File: src/rtl/pulse_seq_gen.sv
// Purpose : multi-channel timed pulse sequencer. After a start, channel k strobes
//           once per slot of STEP_CYCLES cycles, in order 0..NUM_CH-1; one-shot or looping.
// Latency : sw[k] rises on edge E0+(k+1)*STEP_CYCLES (E0 = start-accept edge); all outputs registered.
// Backpressure: none; start is sampled only while idle and ignored while busy, abort wins over all but rst.
//
// Ports:
//   clk        system clock
//   rst        synchronous active-high reset
//   start      level, accepted only in IDLE (and only if abort is low)
//   abort      level, returns RUN/FINISH to IDLE on the next edge
//   loop_mode  1 = repeat forever, 0 = one-shot; captured on the start-accept edge
//   sw         channel pulses, at most one bit high at any time
//   ch_idx     channel that fires at the end of the current slot
//   busy       sequence running
//   done       one-cycle completion strobe (one-shot mode only)
//   loop_cnt   (only with PULSE_SEQ_GEN_LOOP_COUNT_EN) count of last-channel pulses, saturating
//
// Optional feature macro: PULSE_SEQ_GEN_LOOP_COUNT_EN adds the loop_cnt output.

module pulse_seq_gen #(
  parameter int NUM_CH      = 2,
  parameter int STEP_CYCLES = 40_000_000,
  parameter int PULSE_W     = 1,
  parameter int CNT_W       = 33
) (
  input  logic              clk,
  input  logic              rst,
  input  logic              start,
  input  logic              abort,
  input  logic              loop_mode,
  output logic [NUM_CH-1:0] sw,
  output logic [3:0]        ch_idx,
  output logic              busy,
  output logic              done
`ifdef PULSE_SEQ_GEN_LOOP_COUNT_EN
  ,
  output logic [15:0]       loop_cnt
`endif
);

  // One extra bit so PULSE_W == STEP_CYCLES always fits the pulse-width counter.
  localparam int               PW_W     = CNT_W + 1;
  localparam logic [CNT_W-1:0] CNT_LAST = CNT_W'(STEP_CYCLES - 1);
  localparam logic [PW_W-1:0]  PW_LOAD  = PW_W'(PULSE_W);
  localparam logic [PW_W-1:0]  PW_ONE   = PW_W'(1);
  localparam logic [3:0]       CH_LAST  = 4'(NUM_CH - 1);

  typedef enum logic [1:0] {
    IDLE   = 2'd0,
    RUN    = 2'd1,
    FINISH = 2'd2
  } state_t;

  state_t            state, state_nxt;
  logic [CNT_W-1:0]  cnt, cnt_nxt;
  logic [PW_W-1:0]   pw, pw_nxt;      // remaining high cycles of the active pulse
  logic              mode, mode_nxt;  // captured loop_mode
  logic              drain, drain_nxt; // one-shot: last pulse issued, waiting for it to fall
  logic [NUM_CH-1:0] sw_nxt;
  logic [3:0]        ch_nxt;
  logic              busy_nxt;
  logic              done_nxt;
  logic              pulse_fall;
  logic              slot_end;
  logic              last_ch;
`ifdef PULSE_SEQ_GEN_LOOP_COUNT_EN
  logic [15:0]       loop_cnt_nxt;
`endif

  // The active pulse ends when its width counter reaches 1 on this edge.
  assign pulse_fall = (sw != '0) && (pw == PW_ONE);
  assign slot_end   = (cnt == CNT_LAST);
  assign last_ch    = (ch_idx == CH_LAST);

  always_ff @(posedge clk) begin
    if (rst) begin
      state    <= IDLE;
      cnt      <= '0;
      pw       <= '0;
      mode     <= 1'b0;
      drain    <= 1'b0;
      sw       <= '0;
      ch_idx   <= '0;
      busy     <= 1'b0;
      done     <= 1'b0;
`ifdef PULSE_SEQ_GEN_LOOP_COUNT_EN
      loop_cnt <= '0;
`endif
    end else begin
      state    <= state_nxt;
      cnt      <= cnt_nxt;
      pw       <= pw_nxt;
      mode     <= mode_nxt;
      drain    <= drain_nxt;
      sw       <= sw_nxt;
      ch_idx   <= ch_nxt;
      busy     <= busy_nxt;
      done     <= done_nxt;
`ifdef PULSE_SEQ_GEN_LOOP_COUNT_EN
      loop_cnt <= loop_cnt_nxt;
`endif
    end
  end

  always_comb begin
    state_nxt    = state;
    cnt_nxt      = cnt;
    pw_nxt       = pw;
    mode_nxt     = mode;
    drain_nxt    = drain;
    sw_nxt       = sw;
    ch_nxt       = ch_idx;
    busy_nxt     = busy;
    done_nxt     = 1'b0;
`ifdef PULSE_SEQ_GEN_LOOP_COUNT_EN
    loop_cnt_nxt = loop_cnt;
`endif

    case (state)
      IDLE: begin
        sw_nxt   = '0;
        ch_nxt   = '0;
        busy_nxt = 1'b0;
        if (start && !abort) begin
          state_nxt    = RUN;
          cnt_nxt      = '0;
          pw_nxt       = '0;
          ch_nxt       = '0;
          mode_nxt     = loop_mode;
          drain_nxt    = 1'b0;
          busy_nxt     = 1'b1;
`ifdef PULSE_SEQ_GEN_LOOP_COUNT_EN
          loop_cnt_nxt = '0;
`endif
        end
      end

      RUN: begin
        // Retire the active pulse independently of slot counting, so a pulse
        // may overlap the next slot.
        if (sw != '0) begin
          if (pulse_fall) begin
            sw_nxt = '0;
            pw_nxt = '0;
          end else begin
            pw_nxt = pw - PW_ONE;
          end
        end

        if (drain) begin
          // Counting has stopped; finish once the last pulse is gone.
          if (pulse_fall) begin
            state_nxt = FINISH;
            busy_nxt  = 1'b0;
            done_nxt  = 1'b1;
            drain_nxt = 1'b0;
          end
        end else if (slot_end) begin
          // A new rise overrides a fall on the same edge, so with
          // PULSE_W == STEP_CYCLES adjacent pulses abut and stay one-hot.
          cnt_nxt = '0;
          sw_nxt  = NUM_CH'(1) << ch_idx;
          pw_nxt  = PW_LOAD;
          if (last_ch) begin
            ch_nxt = '0;
`ifdef PULSE_SEQ_GEN_LOOP_COUNT_EN
            if (loop_cnt != 16'hFFFF) begin
              loop_cnt_nxt = loop_cnt + 16'd1;
            end
`endif
            if (!mode) begin
              drain_nxt = 1'b1;
            end
          end else begin
            ch_nxt = ch_idx + 4'd1;
          end
        end else begin
          cnt_nxt = cnt + CNT_W'(1);
        end
      end

      FINISH: begin
        state_nxt = IDLE;
        busy_nxt  = 1'b0;
        ch_nxt    = '0;
        sw_nxt    = '0;
      end

      default: begin
        state_nxt = IDLE;
        busy_nxt  = 1'b0;
        sw_nxt    = '0;
        ch_nxt    = '0;
      end
    endcase

    // Abort overrides everything above; loop_cnt is deliberately kept.
    if (abort && (state != IDLE)) begin
      state_nxt = IDLE;
      cnt_nxt   = '0;
      pw_nxt    = '0;
      drain_nxt = 1'b0;
      sw_nxt    = '0;
      ch_nxt    = '0;
      busy_nxt  = 1'b0;
      done_nxt  = 1'b0;
    end
  end

endmodule

File: config.mk
export PLATFORM = sky130hd
export DESIGN_NAME = pulse_seq_gen
export DESIGN_NICKNAME = d
export VERILOG_FILES = /design/src/rtl/pulse_seq_gen.sv
export SDC_FILE = /design/constraint.sdc
export NUM_CORES = 1
export LEC_CHECK = 0
export CORE_AREA = 2 2 85 87
export DETAILED_ROUTE_END_ITERATION = 10
export DIE_AREA = 0 0 87 89
export PLACE_DENSITY = 0.81
export SYNTH_ARGS = -nofsm -noshare
export SYNTH_HDL_FRONTEND = slang
export SYNTH_SLANG_ARGS = --single-unit
File: constraint.sdc
create_clock -name clk -period 3.65 [get_ports clk]
set_input_delay 0.365 -clock clk [delete_from_list [all_inputs] [get_ports clk]]
set_output_delay 0.365 -clock clk [all_outputs]
set_load 0.01 [all_outputs]
==> results of run 1 <==
==> synthesized netlist by cell type, types with 16 or more instances <==
master    count  area, um^2
dfxtp_1      79        1580
nor2_1       51         191
nand2_1      43         161
nand4_1      37         231
clkbuf_1     24        90.1
nand3_1      24         120
xor2_1       22         193
nor4_1       21         131
nor3_1       18        90.1
o21ai_0      18        90.1
or4_1        16         120
==> final timing paths <==
kind,startpoint,to,slack (ps),cells after the start
setup / recovery,cnt[15]$_SDFFE_PP0P_,pw[5]$_SDFFE_PP0P_,710,5
hold / removal,busy$_SDFFE_PP0P_,busy$_SDFFE_PP0P_,470,2
setup reg to reg,cnt[15]$_SDFFE_PP0P_,pw[5]$_SDFFE_PP0P_,710,5
hold reg to reg,busy$_SDFFE_PP0P_,busy$_SDFFE_PP0P_,470,2
==> kinds of logic (layout without fill, tap and decap cells) <==
logic type | count (synthesis) | after routing | share of synthesized area (%)
fa+ha+maj | 3 | 3 | 0.880
xor+xnor | 29 | 29 | 5.95
flops | 79 | 79 | 37.1
compound gates | 103 | 103 | 17.4
buf+inv | 37 | 50 | 3.34
simple gates | 265 | 265 | 34.0
mux | 6 | 6 | 1.41
==> state kept, by name, summed over array words and instances (netlist names) <==
signal and count:
ch_idx 4, state 2, pw 34, drain 1
busy 1, cnt 33, mode 1, done 1
sw 2
==> report_power, final <==
| group | internal, mW | switching, mW |
|---|---|---|
| Sequential | 0.864 | 0.00334 |
| Combinational | 0.0305 | 0.0612 |
| Clock | 0.386 | 0.335 |
| Total | 1.28 | 0.400 |
==> worst max-delay path, stage by stage, from the launching register on <==
cell      delay (ps)
dfxtp_1          360
or4b_1           550
or4_4            520
or3_1            600
nand3_1          580
o211ai_1         200
==> area by class of cell <==
cell class / count / area, um^2
Clock inverter: 5 / 82.6
Fill cell: 546 / 2030
Clock buffer: 11 / 131
Timing Repair Buffer: 24 / 210
Sequential cell: 79 / 1580
Inverter: 10 / 37.5
Tap cell: 80 / 100
Multi-Input combinational cell: 406 / 2540
==> per-layer routing <==
layer	track usage [%]	share of wire, %
met1	35.1	42
met2	50.8	49
met3	4.06	5.2
met4	13.9	3.2
met5	0	0
==> qor.yml, run 1 <==
clock_tree:
  postCtsSetupRepairBufs: 0
  cts_tree: "done"
  path_clk_slew_ps: 90
  cts_hold_buf: 0
  post_cts_resized: 0
  htree_levels: 3
  clock-sinks: 79
  cts_buffers: 9
  cts_root_buffer: "clkbuf_8"
  cts_buffer_depth: 2
  clkLatencyLatePin_ps: 370
place:
  dp_hpwl_mm: 7.50
  dpl-instance-area_um2: 4470
  portBuffers: 12
  dpl_worst_slack_ps: 792
  gp_congestion: 0.894
  place_inst: 599
cells_and_area:
  drive_gt1_share_pct: 6.73
  layout.cells.non_filler: 615
  finish.net_count: 538
  syn2layout_area_growth_pct: 9.82
  final_util_pct: 69.8
  stdcell_area_um2: 4690
  final_cell_mix: "dfxtp_1, nor2_1, nand2_1"
  num_antenna_cells: 0
  final_common_cell: "dfxtp_1"
logic_synthesis:
  yosysSeqAreaShare_pct: 37.1
  synth_area_per_cell_um2: 8.18
  synth-seq-cells: 79
  synth_async_sr_flop_share_pct: 0
  synth_edf_count: 0
  yosysUniqueCellTypes: 59
  synthFlopType: "dfxtp_1"
  syn_inst: 522
  synth_nets: 530
  yosys_warnings: 0
  syn_area_um2: 4270
global_route:
  grt_pass1_vias: 3821
  antenna_found_initial: 0
  grt_use_total_pct: 29.0
  grt_max_degree: 26
  grt_overflow: 0
  grt_pass1_wl_mm: 17.9
pwr:
  peakVddDrop_mv: 0.268
  cellLeakagePower_nw: 1.64
  power.total_mw: 1.68
  power_density_nw_per_um2: 358
worst_setup_path:
  cp-start-kind: "flip-flop"
  crit_type: "reg2reg"
  worstPathRequired_ps: 3880
  critPathArrivalTime_ps: 3160
  cp-end-kind: "flip-flop"
  crit_fanout: 17
sta:
  worstMarginPinSlew_ps: 971
  finalWorstSetupSlack_ps: 712
  hold_viol: 0
  hold_slack_ps: 468
  tns_ps: 0
  max_clock_freq_mhz: 340
  fin_crit_sh_pct: 80.5
  slew_violations: 0
  finalClockSkew_ps: 14.3
  worst_slew_margin_rel_pct: 35.3
  fin_crit_ps: 2940
  setup_viol: 0
  rsz0062_at_grt: "no"
floorplan:
  fp.dieW_um: 87
  chipHeight_um: 89
  io_pins: 13
  initial_core_util_pct: 63.5
  die_area_um2: 7740
  num_rows: 30
  core_area_um2: 6720
detailed_routing:
  viasPerCell: 6.81
  vias: 4188
  post_drt_wl_per_cell_um: 17.5
  finalWirelength_mm: 10.8
  drcViolationCount: 0
  final_antenna_net_count: 0
  firstDrtPassIters: 5
  drtIter0Drc: 256
worst_hold_path:
  hold_path_class: "reg2reg"
outcome:
  run_status: "completed"
flow_run:
  max-cap-violations: 0
Note: power is estimated with default switching activity, not from simulation.
==> run 2, diff against run 1 <==
==> config.mk (replaced) <==
export PLATFORM = sky130hd
export DESIGN_NAME = pulse_seq_gen
export DESIGN_NICKNAME = d
export VERILOG_FILES = /design/src/rtl/pulse_seq_gen.sv
export SDC_FILE = /design/constraint.sdc
export NUM_CORES = 1
export LEC_CHECK = 0
export CORE_AREA = 2 2 91 93
export DETAILED_ROUTE_END_ITERATION = 10
export DIE_AREA = 0 0 93 95
export PLACE_DENSITY = 0.75
export SYNTH_ARGS = -nofsm -noshare
export SYNTH_HDL_FRONTEND = slang
export SYNTH_SLANG_ARGS = --single-unit
==> constraint.sdc (replaced) <==
create_clock -name clk -period 2.6 [get_ports clk]
set_input_delay 0.26 -clock clk [delete_from_list [all_inputs] [get_ports clk]]
set_output_delay 0.26 -clock clk [all_outputs]
set_load 0.01 [all_outputs]
==> run 2 against run 1 <==
Against the previous run: core utilization fell by 7.1 points; critical endpoint is now pw[12]$_SDFFE_PP0P_; die area increased by 14%; routed wire length rose by 6.3%; clock-buffer cell count unchanged.
==> qor.yml, run 2 (synthesis gave the netlist of run 1 again) <==
worst_setup_path:
  cp-start-kind: "flip-flop"
  cp-end-kind: "flip-flop"
  crit_type: "reg2reg"
  critPathArrivalTime_ps: 2690  # -470 ps
  worstPathRequired_ps: 2830  # -1050 ps
  crit_fanout: 12  # -5
cells_and_area:
  largestRegisters: "pw: 34 flops, cnt: 33 flops, ch_idx: 4 flops"
  nFillCells: 734  # +34%
  drive_gt1_share_pct: 12.2  # +5.4 points
  layout.cells.non_filler: 672  # +9.3%
  finish.net_count: 571  # +6.1%
  final_common_cell: "dfxtp_1"
  largest_register: "pw"
  largest_reg_flops: 34  # unchanged
  final_cell_mix: "dfxtp_1, nor2_1, buf_4"
  num_antenna_cells: 0  # unchanged
  syn2layout_area_growth_pct: 16.3
global_route:
  antenna_found_initial: 0  # unchanged
  grt_pass1_wl_mm: 19.1  # +6.6%
  grt_max_degree: 25  # -3.8%
  grt_use_total_pct: 26.9  # -2.1 points
  grt_overflow: 0  # unchanged
  grt_pass1_vias: 4108  # +7.5%
floorplan:
  die_area_um2: 8840  # +14%
  fp.dieW_um: 93  # +6.9%
  chipHeight_um: 95  # +6.7%
  io_pins: 13  # unchanged
  initial_core_util_pct: 53.8  # -9.7 points
  num_rows: 33  # +10%
  core_area_um2: 7930  # +18%
pwr:
  peakVddDrop_mv: 0.242  # -9.5%
  power_density_nw_per_um2: 476  # +33%
  p_clk_share_pct: 42.3  # -0.6 points
  pwr-share-comb_pct: 6.1  # +0.6 points
  power.internal_mw: 1.83  # +43%
  netSwitchingFraction_pct: 22.7  # -1.1 points
  cellLeakagePower_nw: 1.81  # +11%
  seqPwrFrac_pct: 51.5  # about the same
  power_switching_mw: 0.537  # +34%
place:
  dp_hpwl_mm: 8.27  # +10%
  gp_congestion: 0.904  # +1.1%
  place_inst: 657  # +9.7%
  dpl_worst_slack_ps: 163  # -630 ps
  portBuffers: 12  # unchanged
sta:
  rsz0062_at_grt: "no"
  hold_viol: 0  # unchanged
  setup_viol: 0  # unchanged
  worstMarginPinSlew_ps: 876  # -95.0 ps
  fin_crit_ps: 2450  # -484 ps
  worst_slew_margin_rel_pct: 41.2  # +6.0 points
  tns_ps: 0  # unchanged
  finalWorstSetupSlack_ps: 146  # -566 ps
  fin_crit_sh_pct: 94.4  # +14 points
  finalClockSkew_ps: 8.30  # -5.96 ps
  max_clock_freq_mhz: 407  # +20%
  slew_violations: 0  # unchanged
clock_tree:
  cts_hold_buf: 0  # unchanged
  post_cts_resized: 0  # unchanged
  cts_buffer_depth: 2  # unchanged
  htree_levels: 3  # unchanged
  cts_buffers: 9  # unchanged
  cts_root_buffer: "clkbuf_8"
  cts_tree: "done"
  path_clk_slew_ps: 80  # about the same
  clkLatencyLatePin_ps: 350  # -20 ps
  clock-sinks: 79  # unchanged
  postCtsSetupRepairBufs: 0  # unchanged
detailed_routing:
  viasPerCell: 6.41  # -5.8%
  vias: 4309  # +2.9%
  drcViolationCount: 0  # unchanged
  firstDrtPassIters: 6  # +1
  final_antenna_net_count: 0  # unchanged
  post_drt_wl_per_cell_um: 17.0  # -2.7%
  drtIter0Drc: 255  # -0.39%
  finalWirelength_mm: 11.4  # +6.3%
worst_hold_path:
  hold_path_class: "reg2reg"
flow_run:
  max-cap-violations: 0  # unchanged
outcome:
  run_status: "completed"
[run 2: cell count changes in the layout (fill, tap and decap cells not counted)]
| cell | previous run | this run |
|---|---|---|
| buf_4 | 12 | 45 |
| clkinvlp_4 | 3 | 0 |
| clkinv_2 | 0 | 2 |
| clkbuf_1 | 2 | 1 |
| clkbuf_8 | 9 | 10 |
[run 2: worst paths after layout]
| path | slack [ps] | start | end | cells past startpoint |
|---|---|---|---|---|
| worst max-delay path | 150 | cnt[17]$_SDFFE_PP0P_ | pw[12]$_SDFFE_PP0P_ | 7 |
| worst min-delay path | 480 | busy$_SDFFE_PP0P_ | busy$_SDFFE_PP0P_ | 2 |
| worst max register to register | 150 | cnt[17]$_SDFFE_PP0P_ | pw[12]$_SDFFE_PP0P_ | 7 |
| worst min register to register | 480 | busy$_SDFFE_PP0P_ | busy$_SDFFE_PP0P_ | 2 |
[run 2: worst max-delay path, cell delays in order (launching register included)]
cell and delay, ps:
dfxtp_1 390, or4b_1 470, or4_4 510, or3_1 370
buf_4 200, nand3_1 120, buf_4 170, o211ai_1 100
[run 2: per-stage QoR]
step	hold slack, ps	utilization [%]	instance area, um^2	power [mW]
finish	476	62.6	4960	2.36
global route	506	62.6	4960	2.45
CTS	474	62.6	4960	2.38
detailed placement	462	59.9	4750	1.39
global placement	449	59.9	4750	1.38
floorplan	332	-	4270	1.33
[run 2: power groups by stage]
| stage | registers (mW) | logic [mW] | clock network [mW] |
|---|---|---|---|
| after floorplan | 1.25 | 0.0898 | 0 |
| after global placement | 1.24 | 0.139 | 0 |
| after detailed placement | 1.25 | 0.143 | 0 |
| after CTS | 1.22 | 0.143 | 1.02 |
| after global routing | 1.22 | 0.159 | 1.07 |
| final | 1.22 | 0.145 | 1.00 |
[run 2: final cells by class]
| class | instances | area (um^2) | share of cell area [%] |
|---|---|---|---|
| sequential | 79 | 1580 | 31.9 |
| tap | 105 | 131 | 2.65 |
| clock buffer | 11 | 141 | 2.85 |
| multi-input combinational | 406 | 2540 | 51.2 |
| timing repair buffer | 57 | 458 | 9.23 |
| inverter | 10 | 37.5 | 0.756 |
| clock inverter | 4 | 70.1 | 1.41 |
[run 2: metal layers]
layer	share of wire, %	global-route usage (%)	vias to the layer above
met5	0	0	-
met3	5.1	4.79	32
met2	51	49.4	145
met4	3.1	11.5	0
li1	-	-	2085
met1	41	30.7	2047
==> run 3, diff against run 2 <==
--- a/config.mk
+++ b/config.mk
@@ -9,6 +9,7 @@
 export DETAILED_ROUTE_END_ITERATION = 10
 export DIE_AREA = 0 0 93 95
 export PLACE_DENSITY = 0.75
+export SETUP_SLACK_MARGIN = 0.3
 export SYNTH_ARGS = -nofsm -noshare
 export SYNTH_HDL_FRONTEND = slang
 export SYNTH_SLANG_ARGS = --single-unit
==> run 3 against run 2 <==
Against the previous run: first-iteration DRC count up 3.9%; clock-buffer cell count unchanged; setup slack improved by 73 ps; via count rose by 1.6%; total power is 0.78% higher; sequential share of layout area down 1.1 points; global-route usage increased by 0.97 points; combinational power increased by 3%; routed wire length grew 5.5%; critical endpoint is now pw[11]$_SDFFE_PP0P_; largest power group unchanged.
==> qor.yml, run 3 (synthesis gave the netlist of run 1 again) <==
detailed_routing:
  vias: 4377  # +1.6%
  post_drt_wl_per_cell_um: 18.0  # +5.5%
  finalWirelength_mm: 12.1  # +5.5%
  drcViolationCount: 0  # unchanged
  met1_length_mm: 4.89  # +5.1%
  wl_met3_um: 672  # +15%
  top_layer: "met4"
  firstDrtPassIters: 7  # +1
  viasPerCell: 6.51  # +1.6%
  drtIter0Drc: 265  # +3.9%
  wl_met2_mm: 6.12  # +4.7%
  final_antenna_net_count: 0  # unchanged
worst_setup_path:
  timing.rr.start: "cnt[19]$_SDFFE_PP0P_"
  reg2regPathDepth: 6  # -1
  critPathArrivalTime_ps: 2630  # -60 ps
  cp-end-kind: "flip-flop"
  slowest_stage: "or4b_4"
  r2r_end: "pw[11]$_SDFFE_PP0P_"
  cp_slowest_stage_delay_ps: 540  # +30 ps
  crit_family: "simple AND/OR/NAND/NOR gates"
  ff2ff_setup_slack_ps: 220  # +70 ps
  cp_cell_sequence: "or4b_4 -> or4_4 -> or3_4 -> buf_8 -> a41o_1 -> a22o_1"
  crit_type: "reg2reg"
  worstPathRequired_ps: 2850  # +20 ps
  worst-path-stages: 6  # -1
  cp-start-kind: "flip-flop"
  crit_fanout: 9  # -3
  path_buf_inv: 1  # -1
cells_and_area:
  finish.net_count: 571  # unchanged
  largest_register: "pw"
  num_antenna_cells: 0  # unchanged
  syn2layout_area_growth_pct: 20.9
  final_util_pct: 65.1  # +2.5 points
  largest_reg_flops: 34  # unchanged
  drive_gt1_share_pct: 17.8  # +5.6 points
  largestRegisters: "pw: 34 flops, cnt: 33 flops, ch_idx: 4 flops"
  nFillCells: 667  # -9.1%
  final_common_cell: "dfxtp_1"
  final_cell_mix: "dfxtp_1, nor2_1, nand2_1"
place:
  portBuffers: 12  # unchanged
  dp_hpwl_mm: 8.00  # -3.3%
  gp_congestion: 0.836  # -7.5%
worst_hold_path:
  hold_path_class: "reg2reg"
  hp-start: "busy$_SDFFE_PP0P_"
  hold_depth: 2  # unchanged
  min_to: "busy$_SDFFE_PP0P_"
sta:
  setup_viol: 0  # unchanged
  worstMarginPinSlew_ps: 608  # -268 ps
  finalClockSkew_ps: 9.54  # +1.24 ps
  tns_ps: 0  # unchanged
  fin_crit_ps: 2380  # -73.4 ps
  max_clock_freq_mhz: 420  # +3.1%
  hold_viol: 0  # unchanged
  rsz0062_at_grt: "yes"
  fin_crit_sh_pct: 91.6  # -2.8 points
  slew_violations: 0  # unchanged
  worst_slew_margin_rel_pct: 59.3  # +18 points
global_route:
  grt_overflow: 0  # unchanged
  grt_pass1_wl_mm: 19.8  # +3.6%
  grt_use_total_pct: 27.9  # +0.97 points
  grt_max_degree: 25  # unchanged
  antenna_found_initial: 0  # unchanged
  grt_pass1_vias: 4135  # +0.66%
clock_tree:
  cts_buffer_depth: 2  # unchanged
  htree_levels: 3  # unchanged
  clkLatencyLatePin_ps: 370  # +20 ps
  clock-sinks: 79  # unchanged
  path_clk_slew_ps: 80  # about the same
  cts_buffers: 9  # unchanged
  cts_root_buffer: "clkbuf_8"
  cts_tree: "done"
outcome:
  run_status: "completed"
pwr:
  cellLeakagePower_nw: 1.85  # +1.8%
  peakVddDrop_mv: 0.412  # +70%
  power_density_nw_per_um2: 461  # -3.1%
floorplan:
  initial_core_util_pct: 53.8  # unchanged
  die_area_um2: 8840  # unchanged
  fp.dieW_um: 93  # unchanged
  chipHeight_um: 95  # unchanged
  core_area_um2: 7930  # unchanged
  io_pins: 13  # unchanged
  num_rows: 33  # unchanged
flow_run:
  max-cap-violations: 0  # unchanged
-- run 3: tightest hold or removal path: cells and delay by family, from the launching register on --
family	cells	cell delay (ps)
compound gates	1	50
flops	1	320
simple gates	1	50
-- run 3: how the worst max path moves through the flow --
stage	startpoint	to	slack, ps
after CTS	cnt[19]$_SDFFE_PP0P_	pw[11]$_SDFFE_PP0P_	250
after detailed placement	cnt[0]$_SDFFE_PP0P_	pw[30]$_SDFFE_PP0P_	50
after global routing	cnt[19]$_SDFFE_PP0P_	pw[11]$_SDFFE_PP0P_	180
after floorplan	cnt[19]$_SDFFE_PP0P_	ch_idx[1]$_SDFFE_PP0P_	230
after global placement	cnt[19]$_SDFFE_PP0P_	pw[24]$_SDFFE_PP0P_	150
final	cnt[19]$_SDFFE_PP0P_	pw[11]$_SDFFE_PP0P_	220
-- run 3: metrics by stage --
step	instance area, um^2	setup WS (ps)	hold WS (ps)	instances	total power [mW]
2_1_floorplan	4340	235	332	522	1.34
3_3_place_gp	4720	146	455	648	1.38
3_5_place_dp	4720	46.8	456	648	1.39
4_1_cts	5050	248	470	670	2.38
5_1_grt	5160	177	510	672	2.44
6_report	5160	219	466	672	2.38
-- run 3: what timing repair did --
item / 4_1_cts / 5_1_grt
hold buffers: 0 / 0
gates cloned: 1 / 0
setup endpoints to repair: 30 / 66
setup buffers: 6 / 2
gates resized for setup: 17 / 16
pin swaps: 3 / 3
-- run 3: layout make-up --
type | count | area [um^2] | area share (%)
clock buffers | 11 | 141 | 2.74
clock inverters | 4 | 70.1 | 1.36
inverters | 10 | 37.5 | 0.727
multi-input cells | 407 | 2730 | 52.8
flip-flops and latches | 79 | 1590 | 30.8
well taps | 105 | 131 | 2.55
repair buffers | 56 | 465 | 9.02
-- run 3: power by group --
group / switching [mW] / total [mW] / internal [mW]
Combinational: 0.0965 / 0.150 / 0.0533
Clock: 0.454 / 1.01 / 0.559
Sequential: 0.00450 / 1.22 / 1.21
-- run 3: metal layers --
metal / track usage (%) / vias to the layer above
met3: 5.51 / 44
li1: - / 2092
met1: 32.3 / 2062
met5: 0 / -
met2: 50.6 / 179
met4: 10.9 / 0
